<file path="src/rtl/gate_fn_pkg.sv">
// gate_fn_pkg: shared definitions for the gate-function identifier.
//   - fn_class result codes
//   - FSM state encoding
//   - truth-table width as a function of the input count
//   - reference parity table used for XOR detection
package gate_fn_pkg;

  localparam logic [2:0] FN_CONST0 = 3'd0;
  localparam logic [2:0] FN_CONST1 = 3'd1;
  localparam logic [2:0] FN_AND    = 3'd2;
  localparam logic [2:0] FN_OR     = 3'd3;
  localparam logic [2:0] FN_NAND   = 3'd4;
  localparam logic [2:0] FN_NOR    = 3'd5;
  localparam logic [2:0] FN_XOR    = 3'd6;
  localparam logic [2:0] FN_OTHER  = 3'd7;

  typedef enum logic [1:0] {
    ST_COLLECT = 2'd0,
    ST_REPORT  = 2'd1,
    ST_FAULT   = 2'd2
  } state_e;

  // Bit m is the parity of m for m = 0..15. Its low 2**n bits are the
  // n-input XOR table for any n in 1..4.
  localparam logic [15:0] PARITY_TT = 16'h6996;

  function automatic int tt_width(input int n_in);
    return 1 << n_in;
  endfunction

endpackage

</file>
<file path="src/rtl/gate_fn_if.sv">
// gate_fn_if: sample stream in, classification result out.
//   in_valid/in_ready/in_vec/in_s          sample handshake
//   res_valid/res_ready/fn_class/conflict/
//   conflict_idx                           result handshake
//   tt/seen/sample_cnt                     learned-state observation
// slave = the identifier, master = the producer/consumer side.
interface gate_fn_if #(
  parameter int N_IN  = 2,
  parameter int CNT_W = 8
);
  import gate_fn_pkg::*;
  localparam int T = tt_width(N_IN);

  logic              in_valid;
  logic              in_ready;
  logic [N_IN-1:0]   in_vec;
  logic              in_s;
  logic [T-1:0]      tt;
  logic [T-1:0]      seen;
  logic [CNT_W-1:0]  sample_cnt;
  logic              res_valid;
  logic              res_ready;
  logic [2:0]        fn_class;
  logic              conflict;
  logic [N_IN-1:0]   conflict_idx;

  modport slave (
    input  in_valid, in_vec, in_s, res_ready,
    output in_ready, tt, seen, sample_cnt, res_valid, fn_class, conflict, conflict_idx
  );

  modport master (
    output in_valid, in_vec, in_s, res_ready,
    input  in_ready, tt, seen, sample_cnt, res_valid, fn_class, conflict, conflict_idx
  );
endinterface

</file>
<file path="src/rtl/gate_fn_classify.sv">
// gate_fn_classify: combinational classifier of a complete truth table.
//   tt       in  2**N_IN  truth table, tt[m] = output for minterm m
//   fn_class out 3        CONST0/CONST1/AND/OR/NAND/NOR/XOR/OTHER code
// Checks are ordered; for N_IN = 1 identity hits AND first, inverter NAND.
module gate_fn_classify
  import gate_fn_pkg::*;
#(
  parameter int N_IN = 2,
  localparam int T = tt_width(N_IN)
) (
  input  logic [T-1:0] tt,
  output logic [2:0]   fn_class
);

  localparam logic [T-1:0] LSB = T'(1);
  localparam logic [T-1:0] MSB = LSB << (T - 1);
  localparam logic [T-1:0] XOR_TT = PARITY_TT[T-1:0];

  always_comb begin
    fn_class = FN_OTHER;
    if      (tt == '0)     fn_class = FN_CONST0;
    else if (tt == '1)     fn_class = FN_CONST1;
    else if (tt == MSB)    fn_class = FN_AND;
    else if (tt == ~LSB)   fn_class = FN_OR;
    else if (tt == ~MSB)   fn_class = FN_NAND;
    else if (tt == LSB)    fn_class = FN_NOR;
    else if (tt == XOR_TT) fn_class = FN_XOR;
  end

endmodule

</file>
<file path="src/rtl/gate_fn_identifier.sv">
// gate_fn_identifier: learns a combinational gate's truth table from
// observed (in_vec, in_s) samples and reports its function class.
//   clk, rst_n  clock, async active-low reset
//   clear       synchronous restart, beats every other event
//   bus         gate_fn_if slave: sample stream in, result out
// COLLECT accepts one sample per cycle; a full table moves to REPORT,
// a contradicting sample moves to FAULT. Either returns to COLLECT on the
// result handshake with all learned state wiped.
module gate_fn_identifier
  import gate_fn_pkg::*;
#(
  parameter int N_IN  = 2,
  parameter int CNT_W = 8
) (
  input  logic     clk,
  input  logic     rst_n,
  input  logic     clear,
  gate_fn_if.slave bus
);

  localparam int T = tt_width(N_IN);

  state_e            state_q, state_d;
  logic [T-1:0]      tt_q, tt_d, seen_q, seen_d;
  logic [CNT_W-1:0]  cnt_q, cnt_d;
  logic [2:0]        fn_q, fn_d;
  logic              conf_q, conf_d;
  logic [N_IN-1:0]   cidx_q, cidx_d;

  // Table as it would look after accepting the current sample; the
  // classifier looks at it so the result is ready on the completing edge.
  logic [T-1:0]      tt_upd, seen_upd;
  logic [2:0]        fn_upd;

  gate_fn_classify #(.N_IN(N_IN)) u_cls (
    .tt       (tt_upd),
    .fn_class (fn_upd)
  );

  always_comb begin
    tt_upd               = tt_q;
    tt_upd[bus.in_vec]   = bus.in_s;
    seen_upd             = seen_q;
    seen_upd[bus.in_vec] = 1'b1;

    state_d = state_q;
    tt_d    = tt_q;
    seen_d  = seen_q;
    cnt_d   = cnt_q;
    fn_d    = fn_q;
    conf_d  = conf_q;
    cidx_d  = cidx_q;

    if (clear) begin
      state_d = ST_COLLECT;
      tt_d    = '0;
      seen_d  = '0;
      cnt_d   = '0;
      fn_d    = FN_CONST0;
      conf_d  = 1'b0;
      cidx_d  = '0;
    end else begin
      case (state_q)
        ST_COLLECT: begin
          if (bus.in_valid) begin
            cnt_d = (cnt_q == '1) ? cnt_q : cnt_q + CNT_W'(1);
            if (seen_q[bus.in_vec] && (tt_q[bus.in_vec] != bus.in_s)) begin
              // Table is left as learned so it can be inspected in FAULT.
              cidx_d  = bus.in_vec;
              conf_d  = 1'b1;
              fn_d    = FN_OTHER;
              state_d = ST_FAULT;
            end else begin
              tt_d   = tt_upd;
              seen_d = seen_upd;
              if (&seen_upd) begin
                fn_d    = fn_upd;
                state_d = ST_REPORT;
              end
            end
          end
        end
        ST_REPORT, ST_FAULT: begin
          if (bus.res_ready) begin
            state_d = ST_COLLECT;
            tt_d    = '0;
            seen_d  = '0;
            cnt_d   = '0;
            fn_d    = FN_CONST0;
            conf_d  = 1'b0;
            cidx_d  = '0;
          end
        end
        default: state_d = ST_COLLECT;
      endcase
    end
  end

  always_ff @(posedge clk or negedge rst_n) begin
    if (!rst_n) begin
      state_q <= ST_COLLECT;
      tt_q    <= '0;
      seen_q  <= '0;
      cnt_q   <= '0;
      fn_q    <= FN_CONST0;
      conf_q  <= 1'b0;
      cidx_q  <= '0;
    end else begin
      state_q <= state_d;
      tt_q    <= tt_d;
      seen_q  <= seen_d;
      cnt_q   <= cnt_d;
      fn_q    <= fn_d;
      conf_q  <= conf_d;
      cidx_q  <= cidx_d;
    end
  end

  assign bus.in_ready     = (state_q == ST_COLLECT);
  assign bus.res_valid    = (state_q != ST_COLLECT);
  assign bus.tt           = tt_q;
  assign bus.seen         = seen_q;
  assign bus.sample_cnt   = cnt_q;
  assign bus.fn_class     = fn_q;
  assign bus.conflict     = conf_q;
  assign bus.conflict_idx = cidx_q;

endmodule

</file>
<file path="src/flat_wrapper.sv">
// flat-port wrapper written by rule: the top's interface ports become plain ports
module gate_fn_identifier_flat import gate_fn_pkg::*;
#(
  parameter int N_IN  = 2,
  parameter int CNT_W = 8
)
  (clk, rst_n, clear, bus_in_valid, bus_in_vec, bus_in_s, bus_res_ready, bus_in_ready, bus_tt, bus_seen, bus_sample_cnt, bus_res_valid, bus_fn_class, bus_conflict, bus_conflict_idx);
  gate_fn_if #(.N_IN(N_IN), .CNT_W(CNT_W)) bus_i ();
  input  logic clk;
  input  logic rst_n;
  input  logic clear;
  input wire logic [$bits(bus_i.in_valid)-1:0] bus_in_valid;
  input wire logic [$bits(bus_i.in_vec)-1:0] bus_in_vec;
  input wire logic [$bits(bus_i.in_s)-1:0] bus_in_s;
  input wire logic [$bits(bus_i.res_ready)-1:0] bus_res_ready;
  output wire logic [$bits(bus_i.in_ready)-1:0] bus_in_ready;
  output wire logic [$bits(bus_i.tt)-1:0] bus_tt;
  output wire logic [$bits(bus_i.seen)-1:0] bus_seen;
  output wire logic [$bits(bus_i.sample_cnt)-1:0] bus_sample_cnt;
  output wire logic [$bits(bus_i.res_valid)-1:0] bus_res_valid;
  output wire logic [$bits(bus_i.fn_class)-1:0] bus_fn_class;
  output wire logic [$bits(bus_i.conflict)-1:0] bus_conflict;
  output wire logic [$bits(bus_i.conflict_idx)-1:0] bus_conflict_idx;
  assign bus_i.in_valid = bus_in_valid;
  assign bus_i.in_vec = bus_in_vec;
  assign bus_i.in_s = bus_in_s;
  assign bus_i.res_ready = bus_res_ready;
  assign bus_in_ready = bus_i.in_ready;
  assign bus_tt = bus_i.tt;
  assign bus_seen = bus_i.seen;
  assign bus_sample_cnt = bus_i.sample_cnt;
  assign bus_res_valid = bus_i.res_valid;
  assign bus_fn_class = bus_i.fn_class;
  assign bus_conflict = bus_i.conflict;
  assign bus_conflict_idx = bus_i.conflict_idx;
  gate_fn_identifier #(.N_IN(N_IN), .CNT_W(CNT_W)) u_core (.clk(clk), .rst_n(rst_n), .clear(clear), .bus(bus_i));
endmodule
</file>
<file path="config.mk">
export PLATFORM = sky130hd
export DESIGN_NAME = gate_fn_identifier_flat
export DESIGN_NICKNAME = d
export VERILOG_FILES = /design/src/rtl/gate_fn_pkg.sv /design/src/rtl/gate_fn_if.sv /design/src/rtl/gate_fn_classify.sv /design/src/rtl/gate_fn_identifier.sv /design/src/flat_wrapper.sv
export SDC_FILE = /design/constraint.sdc
export NUM_CORES = 1
export LEC_CHECK = 0
export ABC_AREA = 0
export CAP_MARGIN = 20
export CELL_PAD_IN_SITES_DETAIL_PLACEMENT = 0
export CELL_PAD_IN_SITES_GLOBAL_PLACEMENT = 2
export CORE_MARGIN = 8
export CORE_UTILIZATION = 33
export DETAILED_ROUTE_END_ITERATION = 12
export GPL_TIMING_DRIVEN = 0
export PLACE_DENSITY = 0.95
export SKIP_LAST_GASP = 1
export SYNTH_ARGS = -nofsm -noshare
export SYNTH_HDL_FRONTEND = slang
export SYNTH_HIERARCHICAL = 1
export SYNTH_SLANG_ARGS = --single-unit
</file>
<file path="constraint.sdc">
create_clock -name clk -period 4.75 [get_ports clk]
set_clock_uncertainty 0.05 [all_clocks]
set_input_delay 0.95 -clock clk [delete_from_list [all_inputs] [get_ports clk]]
set_output_delay 0.95 -clock clk [all_outputs]
set_load 0.01 [all_outputs]
</file>
# Word level (Yosys, flattened, before mapping)
# Cells that the tools add are included.
# classes
add_sub_neg	1
magnitude_cmp	2
n_eq_ne	16
muxes	49
bitwise_logic	1
reduce_logical	13
# ops
operator	count
$mux 8	4
$mux 4	7
$mux 3	9
$mux 2	10
$reduce_and 4->1	5
$pmux 4 s2	2
$pmux 8 s2	1
$eq 4x4->1 const B	3
$ne 3x3->1 const B	4
$add 8x1->8 const B	1
$eq 4x3->1 const B	2
$eq 8x8->1 const B	1
$mux 1	8
$pmux 2 s2	2
$pmux 3 s2	1
$bmux 1 s2	2
$bwmux 4	1
$eq 4x1->1 const B	1
$logic_not 4->1	1
$ne 4x2->1 const B	1
$or 4x4->4	1
$lt 2x3->1 const B	1
$ne 3x2->1 const B	1
$reduce_and 3->1	1
11 further kinds	12
# word_totals
register_bits	24
in_bits	8
out_inout_bits	24
wordCells	89

# Logic depth before layout (Yosys ltp)
# Gate-level depths: netlist of run 1.
# logic_depth
ltp_word	18
mapped_depth	8
depth_no_buf	7

# Cells and area by module
# Netlist of run 1, hierarchy kept.
# modules_own_cells
mod	instances	cells_each	area_per_inst_um2	seq_area_each_um2
gate_fn_identifier	1	154	1448.9	600.6
gate_fn_classify	1	6	37.5	0.0

# Worst setup path after synthesis of run 1
# OpenSTA, ideal clock, no wires.
# synth_path
path_kind	input to register
startpoint	input bus_in_vec[1]
endpoint	register u_core.fn_q[0], in the netlist u_core/bus.fn_class[0]
setup_time_ps	126
arrival_time_ps	2398
required_time_ps	4574
setup_slack_ps	2176
stages	8
n_path_buf	1
cell_sequence	buf_2 inv_1 nand2_1 mux2_2 nor3_2 a31oi_1 a32o_1 a311o_1
# synth_between
elab_chain_len	18
elab_cells_between_ends	35
cone_classes	order compare: 2; eq/ne: 8; mux: 19; bitwise: 1; reduce/logical: 5
# synth_lines
element	line	rtl
from (decl)	flat_wrapper.sv:13	input wire logic [$bits(bus_i.in_vec)-1:0] bus_in_vec;
$lt 2x3->1 (implied by the code) / $ge 2x1->1 (equally long branches)	gate_fn_identifier.sv:42	tt_upd[bus.in_vec] = bus.in_s;
$logic_and 1x1->1 (implied by the code)	gate_fn_identifier.sv:42	
$mux 1 (implied by the code)	gate_fn_identifier.sv:42	
$demux 1 s2 *	--	
$bwmux 4 *	gate_fn_identifier.sv:42	
net u_core.tt_upd[1]	gate_fn_identifier.sv:32	logic [T-1:0] tt_upd, seen_upd;
$eq 4x3->1	gate_fn_classify.sv:27	else if (tt == XOR_TT) fn_class = FN_XOR;
$mux 1	gate_fn_classify.sv:27	
(+4 left out)	--	
$mux 3	gate_fn_classify.sv:22	else if (tt == '1) fn_class = FN_CONST1;
$mux 3 *	gate_fn_classify.sv:21	if (tt == '0) fn_class = FN_CONST0;
net u_core.fn_upd[0]	gate_fn_identifier.sv:33	logic [2:0] fn_upd;
$mux 3 *	gate_fn_identifier.sv:76	if (&seen_upd) begin
$mux 3 *	gate_fn_identifier.sv:67	if (seen_q[bus.in_vec] && (tt_q[bus.in_vec] != bus.in_s)) begin
$mux 3 *	gate_fn_identifier.sv:65	if (bus.in_valid) begin
$pmux 3 s2 *	gate_fn_identifier.sv:63	case (state_q)
$mux 3 *	gate_fn_identifier.sv:54	if (clear) begin
to (signal assigned)	gate_fn_identifier.sv:113	fn_q <= fn_d;
to (decl)	gate_fn_identifier.sv:26	logic [2:0] fn_q, fn_d;
# Mark *: on every way through the listed nets, which the timed path passes. The rest lies on a longest branch. The select of a mux whose other input is x is not followed.
# A chain may end at the register's enable or synchronous reset.

# Worst setup path in the final report of run 1
# layout_path
startpoint	input bus_in_vec[1]
endpoint	register u_core.fn_q[1], in the netlist u_core/bus.fn_class[1]
# layout_between
elab_chain_len	17
elab_cells_between_ends	33
cone_classes	order compare: 2; eq/ne: 7; mux: 18; bitwise: 1; reduce/logical: 5
# layout_lines
element	line	rtl
$lt 2x3->1 (implied by the code) / $ge 2x1->1 (equally long branches)	gate_fn_identifier.sv:42	
$logic_and 1x1->1 (implied by the code)	gate_fn_identifier.sv:42	
$mux 1 (implied by the code)	gate_fn_identifier.sv:42	
$demux 1 s2 *	--	
$bwmux 4 *	gate_fn_identifier.sv:42	
net u_core.tt_upd[2]	gate_fn_identifier.sv:32	
$eq 4x1->1	gate_fn_classify.sv:26	else if (tt == LSB) fn_class = FN_NOR;
$mux 2	gate_fn_classify.sv:26	
(+3 left out)	--	
$mux 3	gate_fn_classify.sv:22	
$mux 3 *	gate_fn_classify.sv:21	
net u_core.fn_upd[1]	gate_fn_identifier.sv:33	
$mux 3 *	gate_fn_identifier.sv:76	
$mux 3 *	gate_fn_identifier.sv:67	
$mux 3 *	gate_fn_identifier.sv:65	
$pmux 3 s2 *	gate_fn_identifier.sv:63	
$mux 3 *	gate_fn_identifier.sv:54	
# Marks and branches as above.

==> results of run 1 <==
==> power by group <==
part	total [mW]	internal, mW	switching [mW]
registers	0.308	0.255	0.0528
clock network	0.182	0.113	0.0690
logic	0.382	0.195	0.188
total	0.872	0.562	0.309
==> stage by stage <==
step	cell area, µm²	util	setup WS, ns
floorplan	1490	-	2.18
global placement	1850	0.425	1.47
detailed placement	1880	0.432	1.45
CTS	1950	0.448	1.74
global route	1950	0.448	1.50
finish	1950	0.448	1.72
==> how the worst max path moves through the flow <==
stage | slack [ns] | endpoint | start
2_1_floorplan | 2.18 | u_core/bus.fn_class[0] | bus_in_vec[1]
3_3_place_gp | 1.47 | u_core/bus.fn_class[1] | bus_in_vec[1]
3_5_place_dp | 1.45 | u_core/bus.fn_class[1] | bus_in_vec[1]
4_1_cts | 1.74 | u_core/bus.fn_class[1] | bus_in_vec[1]
5_1_grt | 1.50 | u_core/bus.fn_class[1] | bus_in_vec[1]
6_report | 1.72 | u_core/bus.fn_class[1] | bus_in_vec[1]
==> cell usage in the layout (no fill, tap or decap), drive strengths merged, types with 3 or more instances in the layout <==
cell type | netlist | routed
nand2b | 5 | 5
mux2i | 6 | 6
and3 | 5 | 5
clkdlybuf4s50 | 0 | 30
mux2 | 4 | 4
clkbuf | 1 | 4
a311o | 3 | 3
nand3 | 3 | 3
a32o | 3 | 3
o21ai | 14 | 14
buf | 5 | 6
a31oi | 9 | 9
or2 | 4 | 4
nand4 | 3 | 3
xnor2 | 4 | 4
nor3 | 3 | 3
dfrtp | 24 | 24
a21oi | 9 | 9
nor2 | 9 | 9
inv | 14 | 14
nand2 | 18 | 18
==> critical path: stages <==
cell             delay, ns
clkdlybuf4s50_1       0.48
buf_2                 0.23
nor2b_1               0.28
o21ai_0               0.30
nor3_1                0.27
a31oi_1               0.06
a32o_1                0.25
a311o_1               0.31
==> kinds of logic after synthesis <==
family / after synthesis
adders and majority gates: 2
DFF: 24
xor gates and xnor gates: 4
AOI/OAI and AO/OA: 47
muxes: 10
and+or+nand+nor: 53
buffers and inverters: 20
==> layout make-up <==
class | instances | share of cell area
multi-input cells | 116 | 0.410
flip-flops and latches | 24 | 0.308
repair buffers | 31 | 0.168
well taps | 52 | 0.0334
inverters | 14 | 0.0269
clock buffers | 3 | 0.0212
plain buffers | 6 | 0.0173
clock inverters | 1 | 0.0154
==> metal layers <==
layer  share of wire  up-vias
met5               0        -
met4           0.010        0
met3           0.044        2
met2            0.45       21
met1            0.50      615
li1                -      649
==> state kept, by name (all words and copies together) (netlist names) <==
| signal | flops |
|---|---|
| u_core/bus.conflict_idx | 2 |
| u_core/bus.fn_class | 3 |
| u_core/bus.tt | 4 |
| u_core/state_q | 2 |
| u_core/bus.seen | 4 |
| u_core/bus.sample_cnt | 8 |
| u_core/bus.conflict | 1 |
==> qor.csv, run 1 <==
stage,metric,value,unit
cts,cts_setup_buffers,0,
global_routing,grt_pass1_wl,6140,µm
sta,fmax,330,MHz
synthesis,syn_inst,160,
synthesis,synth.ff_latch_count,24,
cells_and_area,fillers,421,
sta,hold_violations,0,
global_routing,globalRoute.busiestLayer,met2,
synthesis,yosys-mux-area-fraction,0.0707,
routing,post_drt_wl_per_cell,14.8,µm
sta,setup_viol,0,
critical_path,crit_path_end_kind,flop,
cells_and_area,regArea,601,µm²
cts,cts.reportedPaths.clkPinSlew,0.09,ns
sta,setup_tns,0,ns
job,drv_cap,0,
routing,num_vias,1287,
synthesis,synth_nets,170,
global_routing,grtUsageMet2,0.159,
synthesis,synth_simple_gate_area_frac,0.189,
global_routing,antenna_found_initial,0,
critical_path,cp_data_required_time,4.86,ns
cts,cts_max_level,1,
sta,fin_crit_sh,0.638,
global_routing,grt_max_degree,21,
synthesis,synth.avg_cell_area,9.29,µm²
synthesis,synth-seq-area-share,0.404,
global_routing,grt_util_all_layers,0.104,
sta,slew_headroom,0.508,
critical_path,crit_arrival,3.14,ns
run_status,outcome,"finished, final reports clean",
critical_path,rr_startpoint,u_core/state_q[0],
critical_path,rrSetupSlack,2.51,ns
place,place_inst,243,
floorplan,core.rowCount,24,
synthesis,synth_edf_count,0,
routing,wirelength,3650,µm
routing,vias_per_cell,5.21,
global_routing,grt-ovfl-total,0,
critical_path,reg2reg_to,u_core/bus.sample_cnt[2],
floorplan,core-area,4350,µm²
cts,cts_tree,yes,
worst_hold_path,min_path_cells,1,
power_and_ir_drop,ir_drop,0.207,mV
cells_and_area,nets,206,
global_routing,use_met3,0.0205,
routing,antenna_left,0,
synthesis,synth.distinct_cells,37,
sta,finalMaxSlewViolations,0,
power_and_ir_drop,leakage,0.829,nW
synthesis,yosysTopAreaCellShare,0.404,
sta,worst_hold_slack,0.452,ns
routing,firstDrtPassIters,4,
global_routing,first_global_vias,1242,
floorplan,ios,32,
synthesis,synth-xor-area-share,0.0236,
floorplan,die_area,6910,µm²
synthesis,synth_most_common_cell,dfrtp_1,
global_routing,use_met1,0.139,
power_and_ir_drop,p_total,0.872,mW
critical_path,worstSetupPathType,primary input to flop,
routing,drt_iter0_markers,80,
cts,clockRootBuffer,clkbuf_8,
worst_hold_path,hp-start,u_core/bus.conflict,
place,io_buffers,30,
synthesis,synth-compound-area-share,0.238,
cells_and_area,multiInputGateArea,800,µm²
cells_and_area,stdcell_count,247,
floorplan,die_w,83.1,µm
sta,period_minus_slack,3.03,ns
sta,rsz0062_at_grt,false,
synthesis,synthesis.area,1490,µm²
cells_and_area,syn2layout_area_growth,31.2,%
critical_path,reg2reg_depth,8,
routing,drc,0,
cts,clock_path_buffers,2,
synthesis,yosys.area.top_type,dfrtp_1,
power_and_ir_drop,powerDensity,447,nW/µm²
synthesis,synth_fa_ha_area_frac,0.0168,
floorplan,die_h,83.1,µm
critical_path,cp-start-kind,primary input,
worst_hold_path,worstHoldPathType,flop to flop,
floorplan,start_util,0.341,
place,finalWeightedCongestion,0.777,
critical_path,crit_fanout,10,
cts,cts_resized,0,
worst_hold_path,min_to,u_core/bus.conflict,
synthesis,synth_common_cells,"dfrtp_1 (24), nand2_1 (18), inv_1 (14)",
cells_and_area,drive_above_1_share,0.133,
cts,insertion_delay,0.26,ns
synthesis,yosysWarnings,6,
cts,postCtsHoldBufs,0,
place,hpwl,2720,µm
synthesis,synthArstFlopShare,1.00,
synthesis,synth.area.top_cells,"dfrtp_1 (40%), nand2_1 (4.5%), mux2i_1 (4.0%), inv_1 (3.5%), a31oi_1 (3.4%)",
cts,numCtsBuffers,3,
synthesis,synth_ff_type,dfrtp_1,
synthesis,synth_top_family_by_area,compound AO/OA/AOI/OAI gates,
cells_and_area,num_antenna_cells,0,
sta,tightest_slew,0.731,ns
cts,cts.sinks,24,
Power figures use the tool's default switching activity.
==> run 2, diff against run 1 <==
--- a/config.mk
+++ b/config.mk
@@ -10,10 +10,10 @@
 export CELL_PAD_IN_SITES_DETAIL_PLACEMENT = 0
 export CELL_PAD_IN_SITES_GLOBAL_PLACEMENT = 2
 export CORE_MARGIN = 8
-export CORE_UTILIZATION = 33
+export CORE_UTILIZATION = 30
 export DETAILED_ROUTE_END_ITERATION = 12
 export GPL_TIMING_DRIVEN = 0
-export PLACE_DENSITY = 0.95
+export PLACE_DENSITY = 0.88
 export SKIP_LAST_GASP = 1
 export SYNTH_ARGS = -nofsm -noshare
 export SYNTH_HDL_FRONTEND = slang
==> constraint.sdc (replaced) <==
create_clock -name clk -period 3.1 [get_ports clk]
set_clock_uncertainty 0.05 [all_clocks]
set_input_delay 0.62 -clock clk [delete_from_list [all_inputs] [get_ports clk]]
set_output_delay 0.62 -clock clk [all_outputs]
set_load 0.01 [all_outputs]
==> run 2 against run 1 <==
  * Global-route usage grew 0.19 points
  * Via count fell by 1.1%
  * Die area grew 8.0%
  * Count of clock-buffer cells in the layout is the same
  * Worst setup slack got worse by 1.3 ns
  * Core utilization fell by 3.4 points
  * Routed wire length grew 2.3%
  * Sequential share of layout area fell by 0.29 points
  * Critical path depth stayed put
  * Flip-flop and latch count is the same
  * Clock power grew 57%
  * Final cell count up 6.1%
  * Critical endpoint unchanged
==> qor.csv, run 2 (synthesized netlist as in run 1, its figures left out) <==
stage,metric,value,unit
floorplan,ios,32,
cells_and_area,fin_util,0.414,
critical_path,crit_arrival,2.80,ns
cells_and_area,num_antenna_cells,0,
job,drv_cap,0,
power_and_ir_drop,powerDensity,682,nW/µm²
cts,cts_tree,yes,
floorplan,die_area,7460,µm²
critical_path,startpoint,bus_in_vec[1],
worst_hold_path,worstHoldPathType,flop to flop,
power_and_ir_drop,p_total,1.34,mW
floorplan,die_w,86.4,µm
worst_hold_path,min_to,u_core/bus.conflict,
critical_path,cp_data_required_time,3.21,ns
sta,slew_headroom,0.527,
sta,worst_hold_slack,0.452,ns
floorplan,core.rowCount,25,
routing,drc,0,
routing,wirelength,3730,µm
global_routing,grt_max_degree,21,
critical_path,reg2reg_to,u_core/bus.sample_cnt[5],
cells_and_area,nets,206,
routing,firstDrtPassIters,4,
sta,tightest_slew,0.702,ns
power_and_ir_drop,leakage,0.829,nW
cells_and_area,layout_commonest_cell,clkdlybuf4s50_1,
global_routing,antenna_found_initial,0,
sta,finalMaxSlewViolations,0,
routing,num_vias,1273,
power_and_ir_drop,ir_drop,0.354,mV
cells_and_area,multiInputGateArea,800,µm²
critical_path,crit_fanout,10,
cts,cts.sinks,24,
routing,vias_per_cell,4.86,
cells_and_area,final_cell_mix,"clkdlybuf4s50_1 (30), dfrtp_1 (24), nand2_1 (18)",
floorplan,start_util,0.313,
cells_and_area,syn2layout_area_growth,32.5,%
routing,drt_iter0_markers,79,
worst_hold_path,min_path_cells,1,
global_routing,first_global_vias,1292,
place,io_buffers,30,
critical_path,path_delay_family,compound AO/OA/AOI/OAI gates,
cts,clock_path_buffers,2,
cts,cts.reportedPaths.clkPinSlew,0.09,ns
cts,numCtsBuffers,3,
critical_path,cp-start-kind,primary input,
cells_and_area,fillers,498,
cts,cts_max_level,1,
sta,setup_tns,0,ns
critical_path,reg2reg_depth,8,
place,dpl_cell_area,1900,µm²
cells_and_area,largest_register_ff_count,8,
cts,cts_resized,0,
cells_and_area,drive_above_1_share,0.133,
routing,post_drt_wl_per_cell,14.3,µm
sta,fin_crit_sh,0.866,
sta,hold_violations,0,
place,finalWeightedCongestion,0.728,
global_routing,grt_util_all_layers,0.106,
critical_path,rr_startpoint,u_core/state_q[0],
sta,period_minus_slack,2.69,ns
floorplan,die_h,86.4,µm
sta,fmax,372,MHz
global_routing,grt_pass1_wl,6330,µm
routing,antenna_left,0,
cts,cts_setup_buffers,0,
critical_path,rrSetupSlack,0.85,ns
floorplan,core-area,4750,µm²
critical_path,crit_path_end_kind,flop,
critical_path,worstSetupPathType,primary input to flop,
run_status,outcome,"finished, final reports clean",
global_routing,grt-ovfl-total,0,
worst_hold_path,hp-start,u_core/bus.conflict,
critical_path,crit_buf_inv,2,
cts,clockRootBuffer,clkbuf_8,
cells_and_area,regArea,601,µm²
sta,rsz0062_at_grt,false,
critical_path,critPathMaxStageDelay,0.48,ns
critical_path,path_cells,"clkdlybuf4s50_1, buf_2, nor2b_1, o21ai_0, nor3_1, a31oi_1, a32o_1, a311o_1",
cts,postCtsHoldBufs,0,
cells_and_area,final_cell_area,1970,µm²
critical_path,cp_slowest_cell,clkdlybuf4s50_1,
place,hpwl,2790,µm
cts,insertion_delay,0.27,ns
sta,setup_viol,0,
run 2: cell counts in the layout (fill, tap and decap cells not counted):
Identical to the previous run, type by type.
run 2: through the flow:
stage / std cells / setup slack [ns]
after detailed placement: 258 / 0.137
after CTS: 262 / 0.430
final: 262 / 0.414
after floorplan: 160 / 0.856
after global routing: 262 / 0.221
after global placement: 257 / 0.143
run 2: power by group:
part	internal (mW)	total [mW]	switching [mW]
combinational	0.299	0.588	0.289
sequential	0.391	0.471	0.0804
clock	0.173	0.285	0.112
total	0.862	1.34	0.482
run 2: worst max path at each step:
stage / slack [ns] / end / depth (start not counted)
4_1_cts: 0.43 / u_core/bus.fn_class[1] / 8
6_report: 0.41 / u_core/bus.fn_class[1] / 8
2_1_floorplan: 0.86 / u_core/bus.fn_class[0] / 8
5_1_grt: 0.22 / u_core/bus.fn_class[0] / 8
3_5_place_dp: 0.14 / u_core/bus.fn_class[1] / 8
3_3_place_gp: 0.14 / u_core/bus.fn_class[1] / 8
run 2: routing by layer:
metal,up-vias,part of all wire,wire length [µm],global-route usage
li1,646,-,-,-
met1,597,0.50,1880,0.142
met2,26,0.44,1650,0.161
met3,4,0.040,151,0.0198
met4,0,0.013,48,0.0423
met5,-,0,0,0
run 2: final cells by class:
| type | count | area share |
|---|---|---|
| multi-input combinational | 116 | 0.406 |
| sequential | 24 | 0.305 |
| inverter | 14 | 0.0267 |
| timing repair buffer | 31 | 0.166 |
| clock inverter | 1 | 0.0152 |
| buffer | 6 | 0.0172 |
| tap | 67 | 0.0426 |
| clock buffer | 3 | 0.0210 |
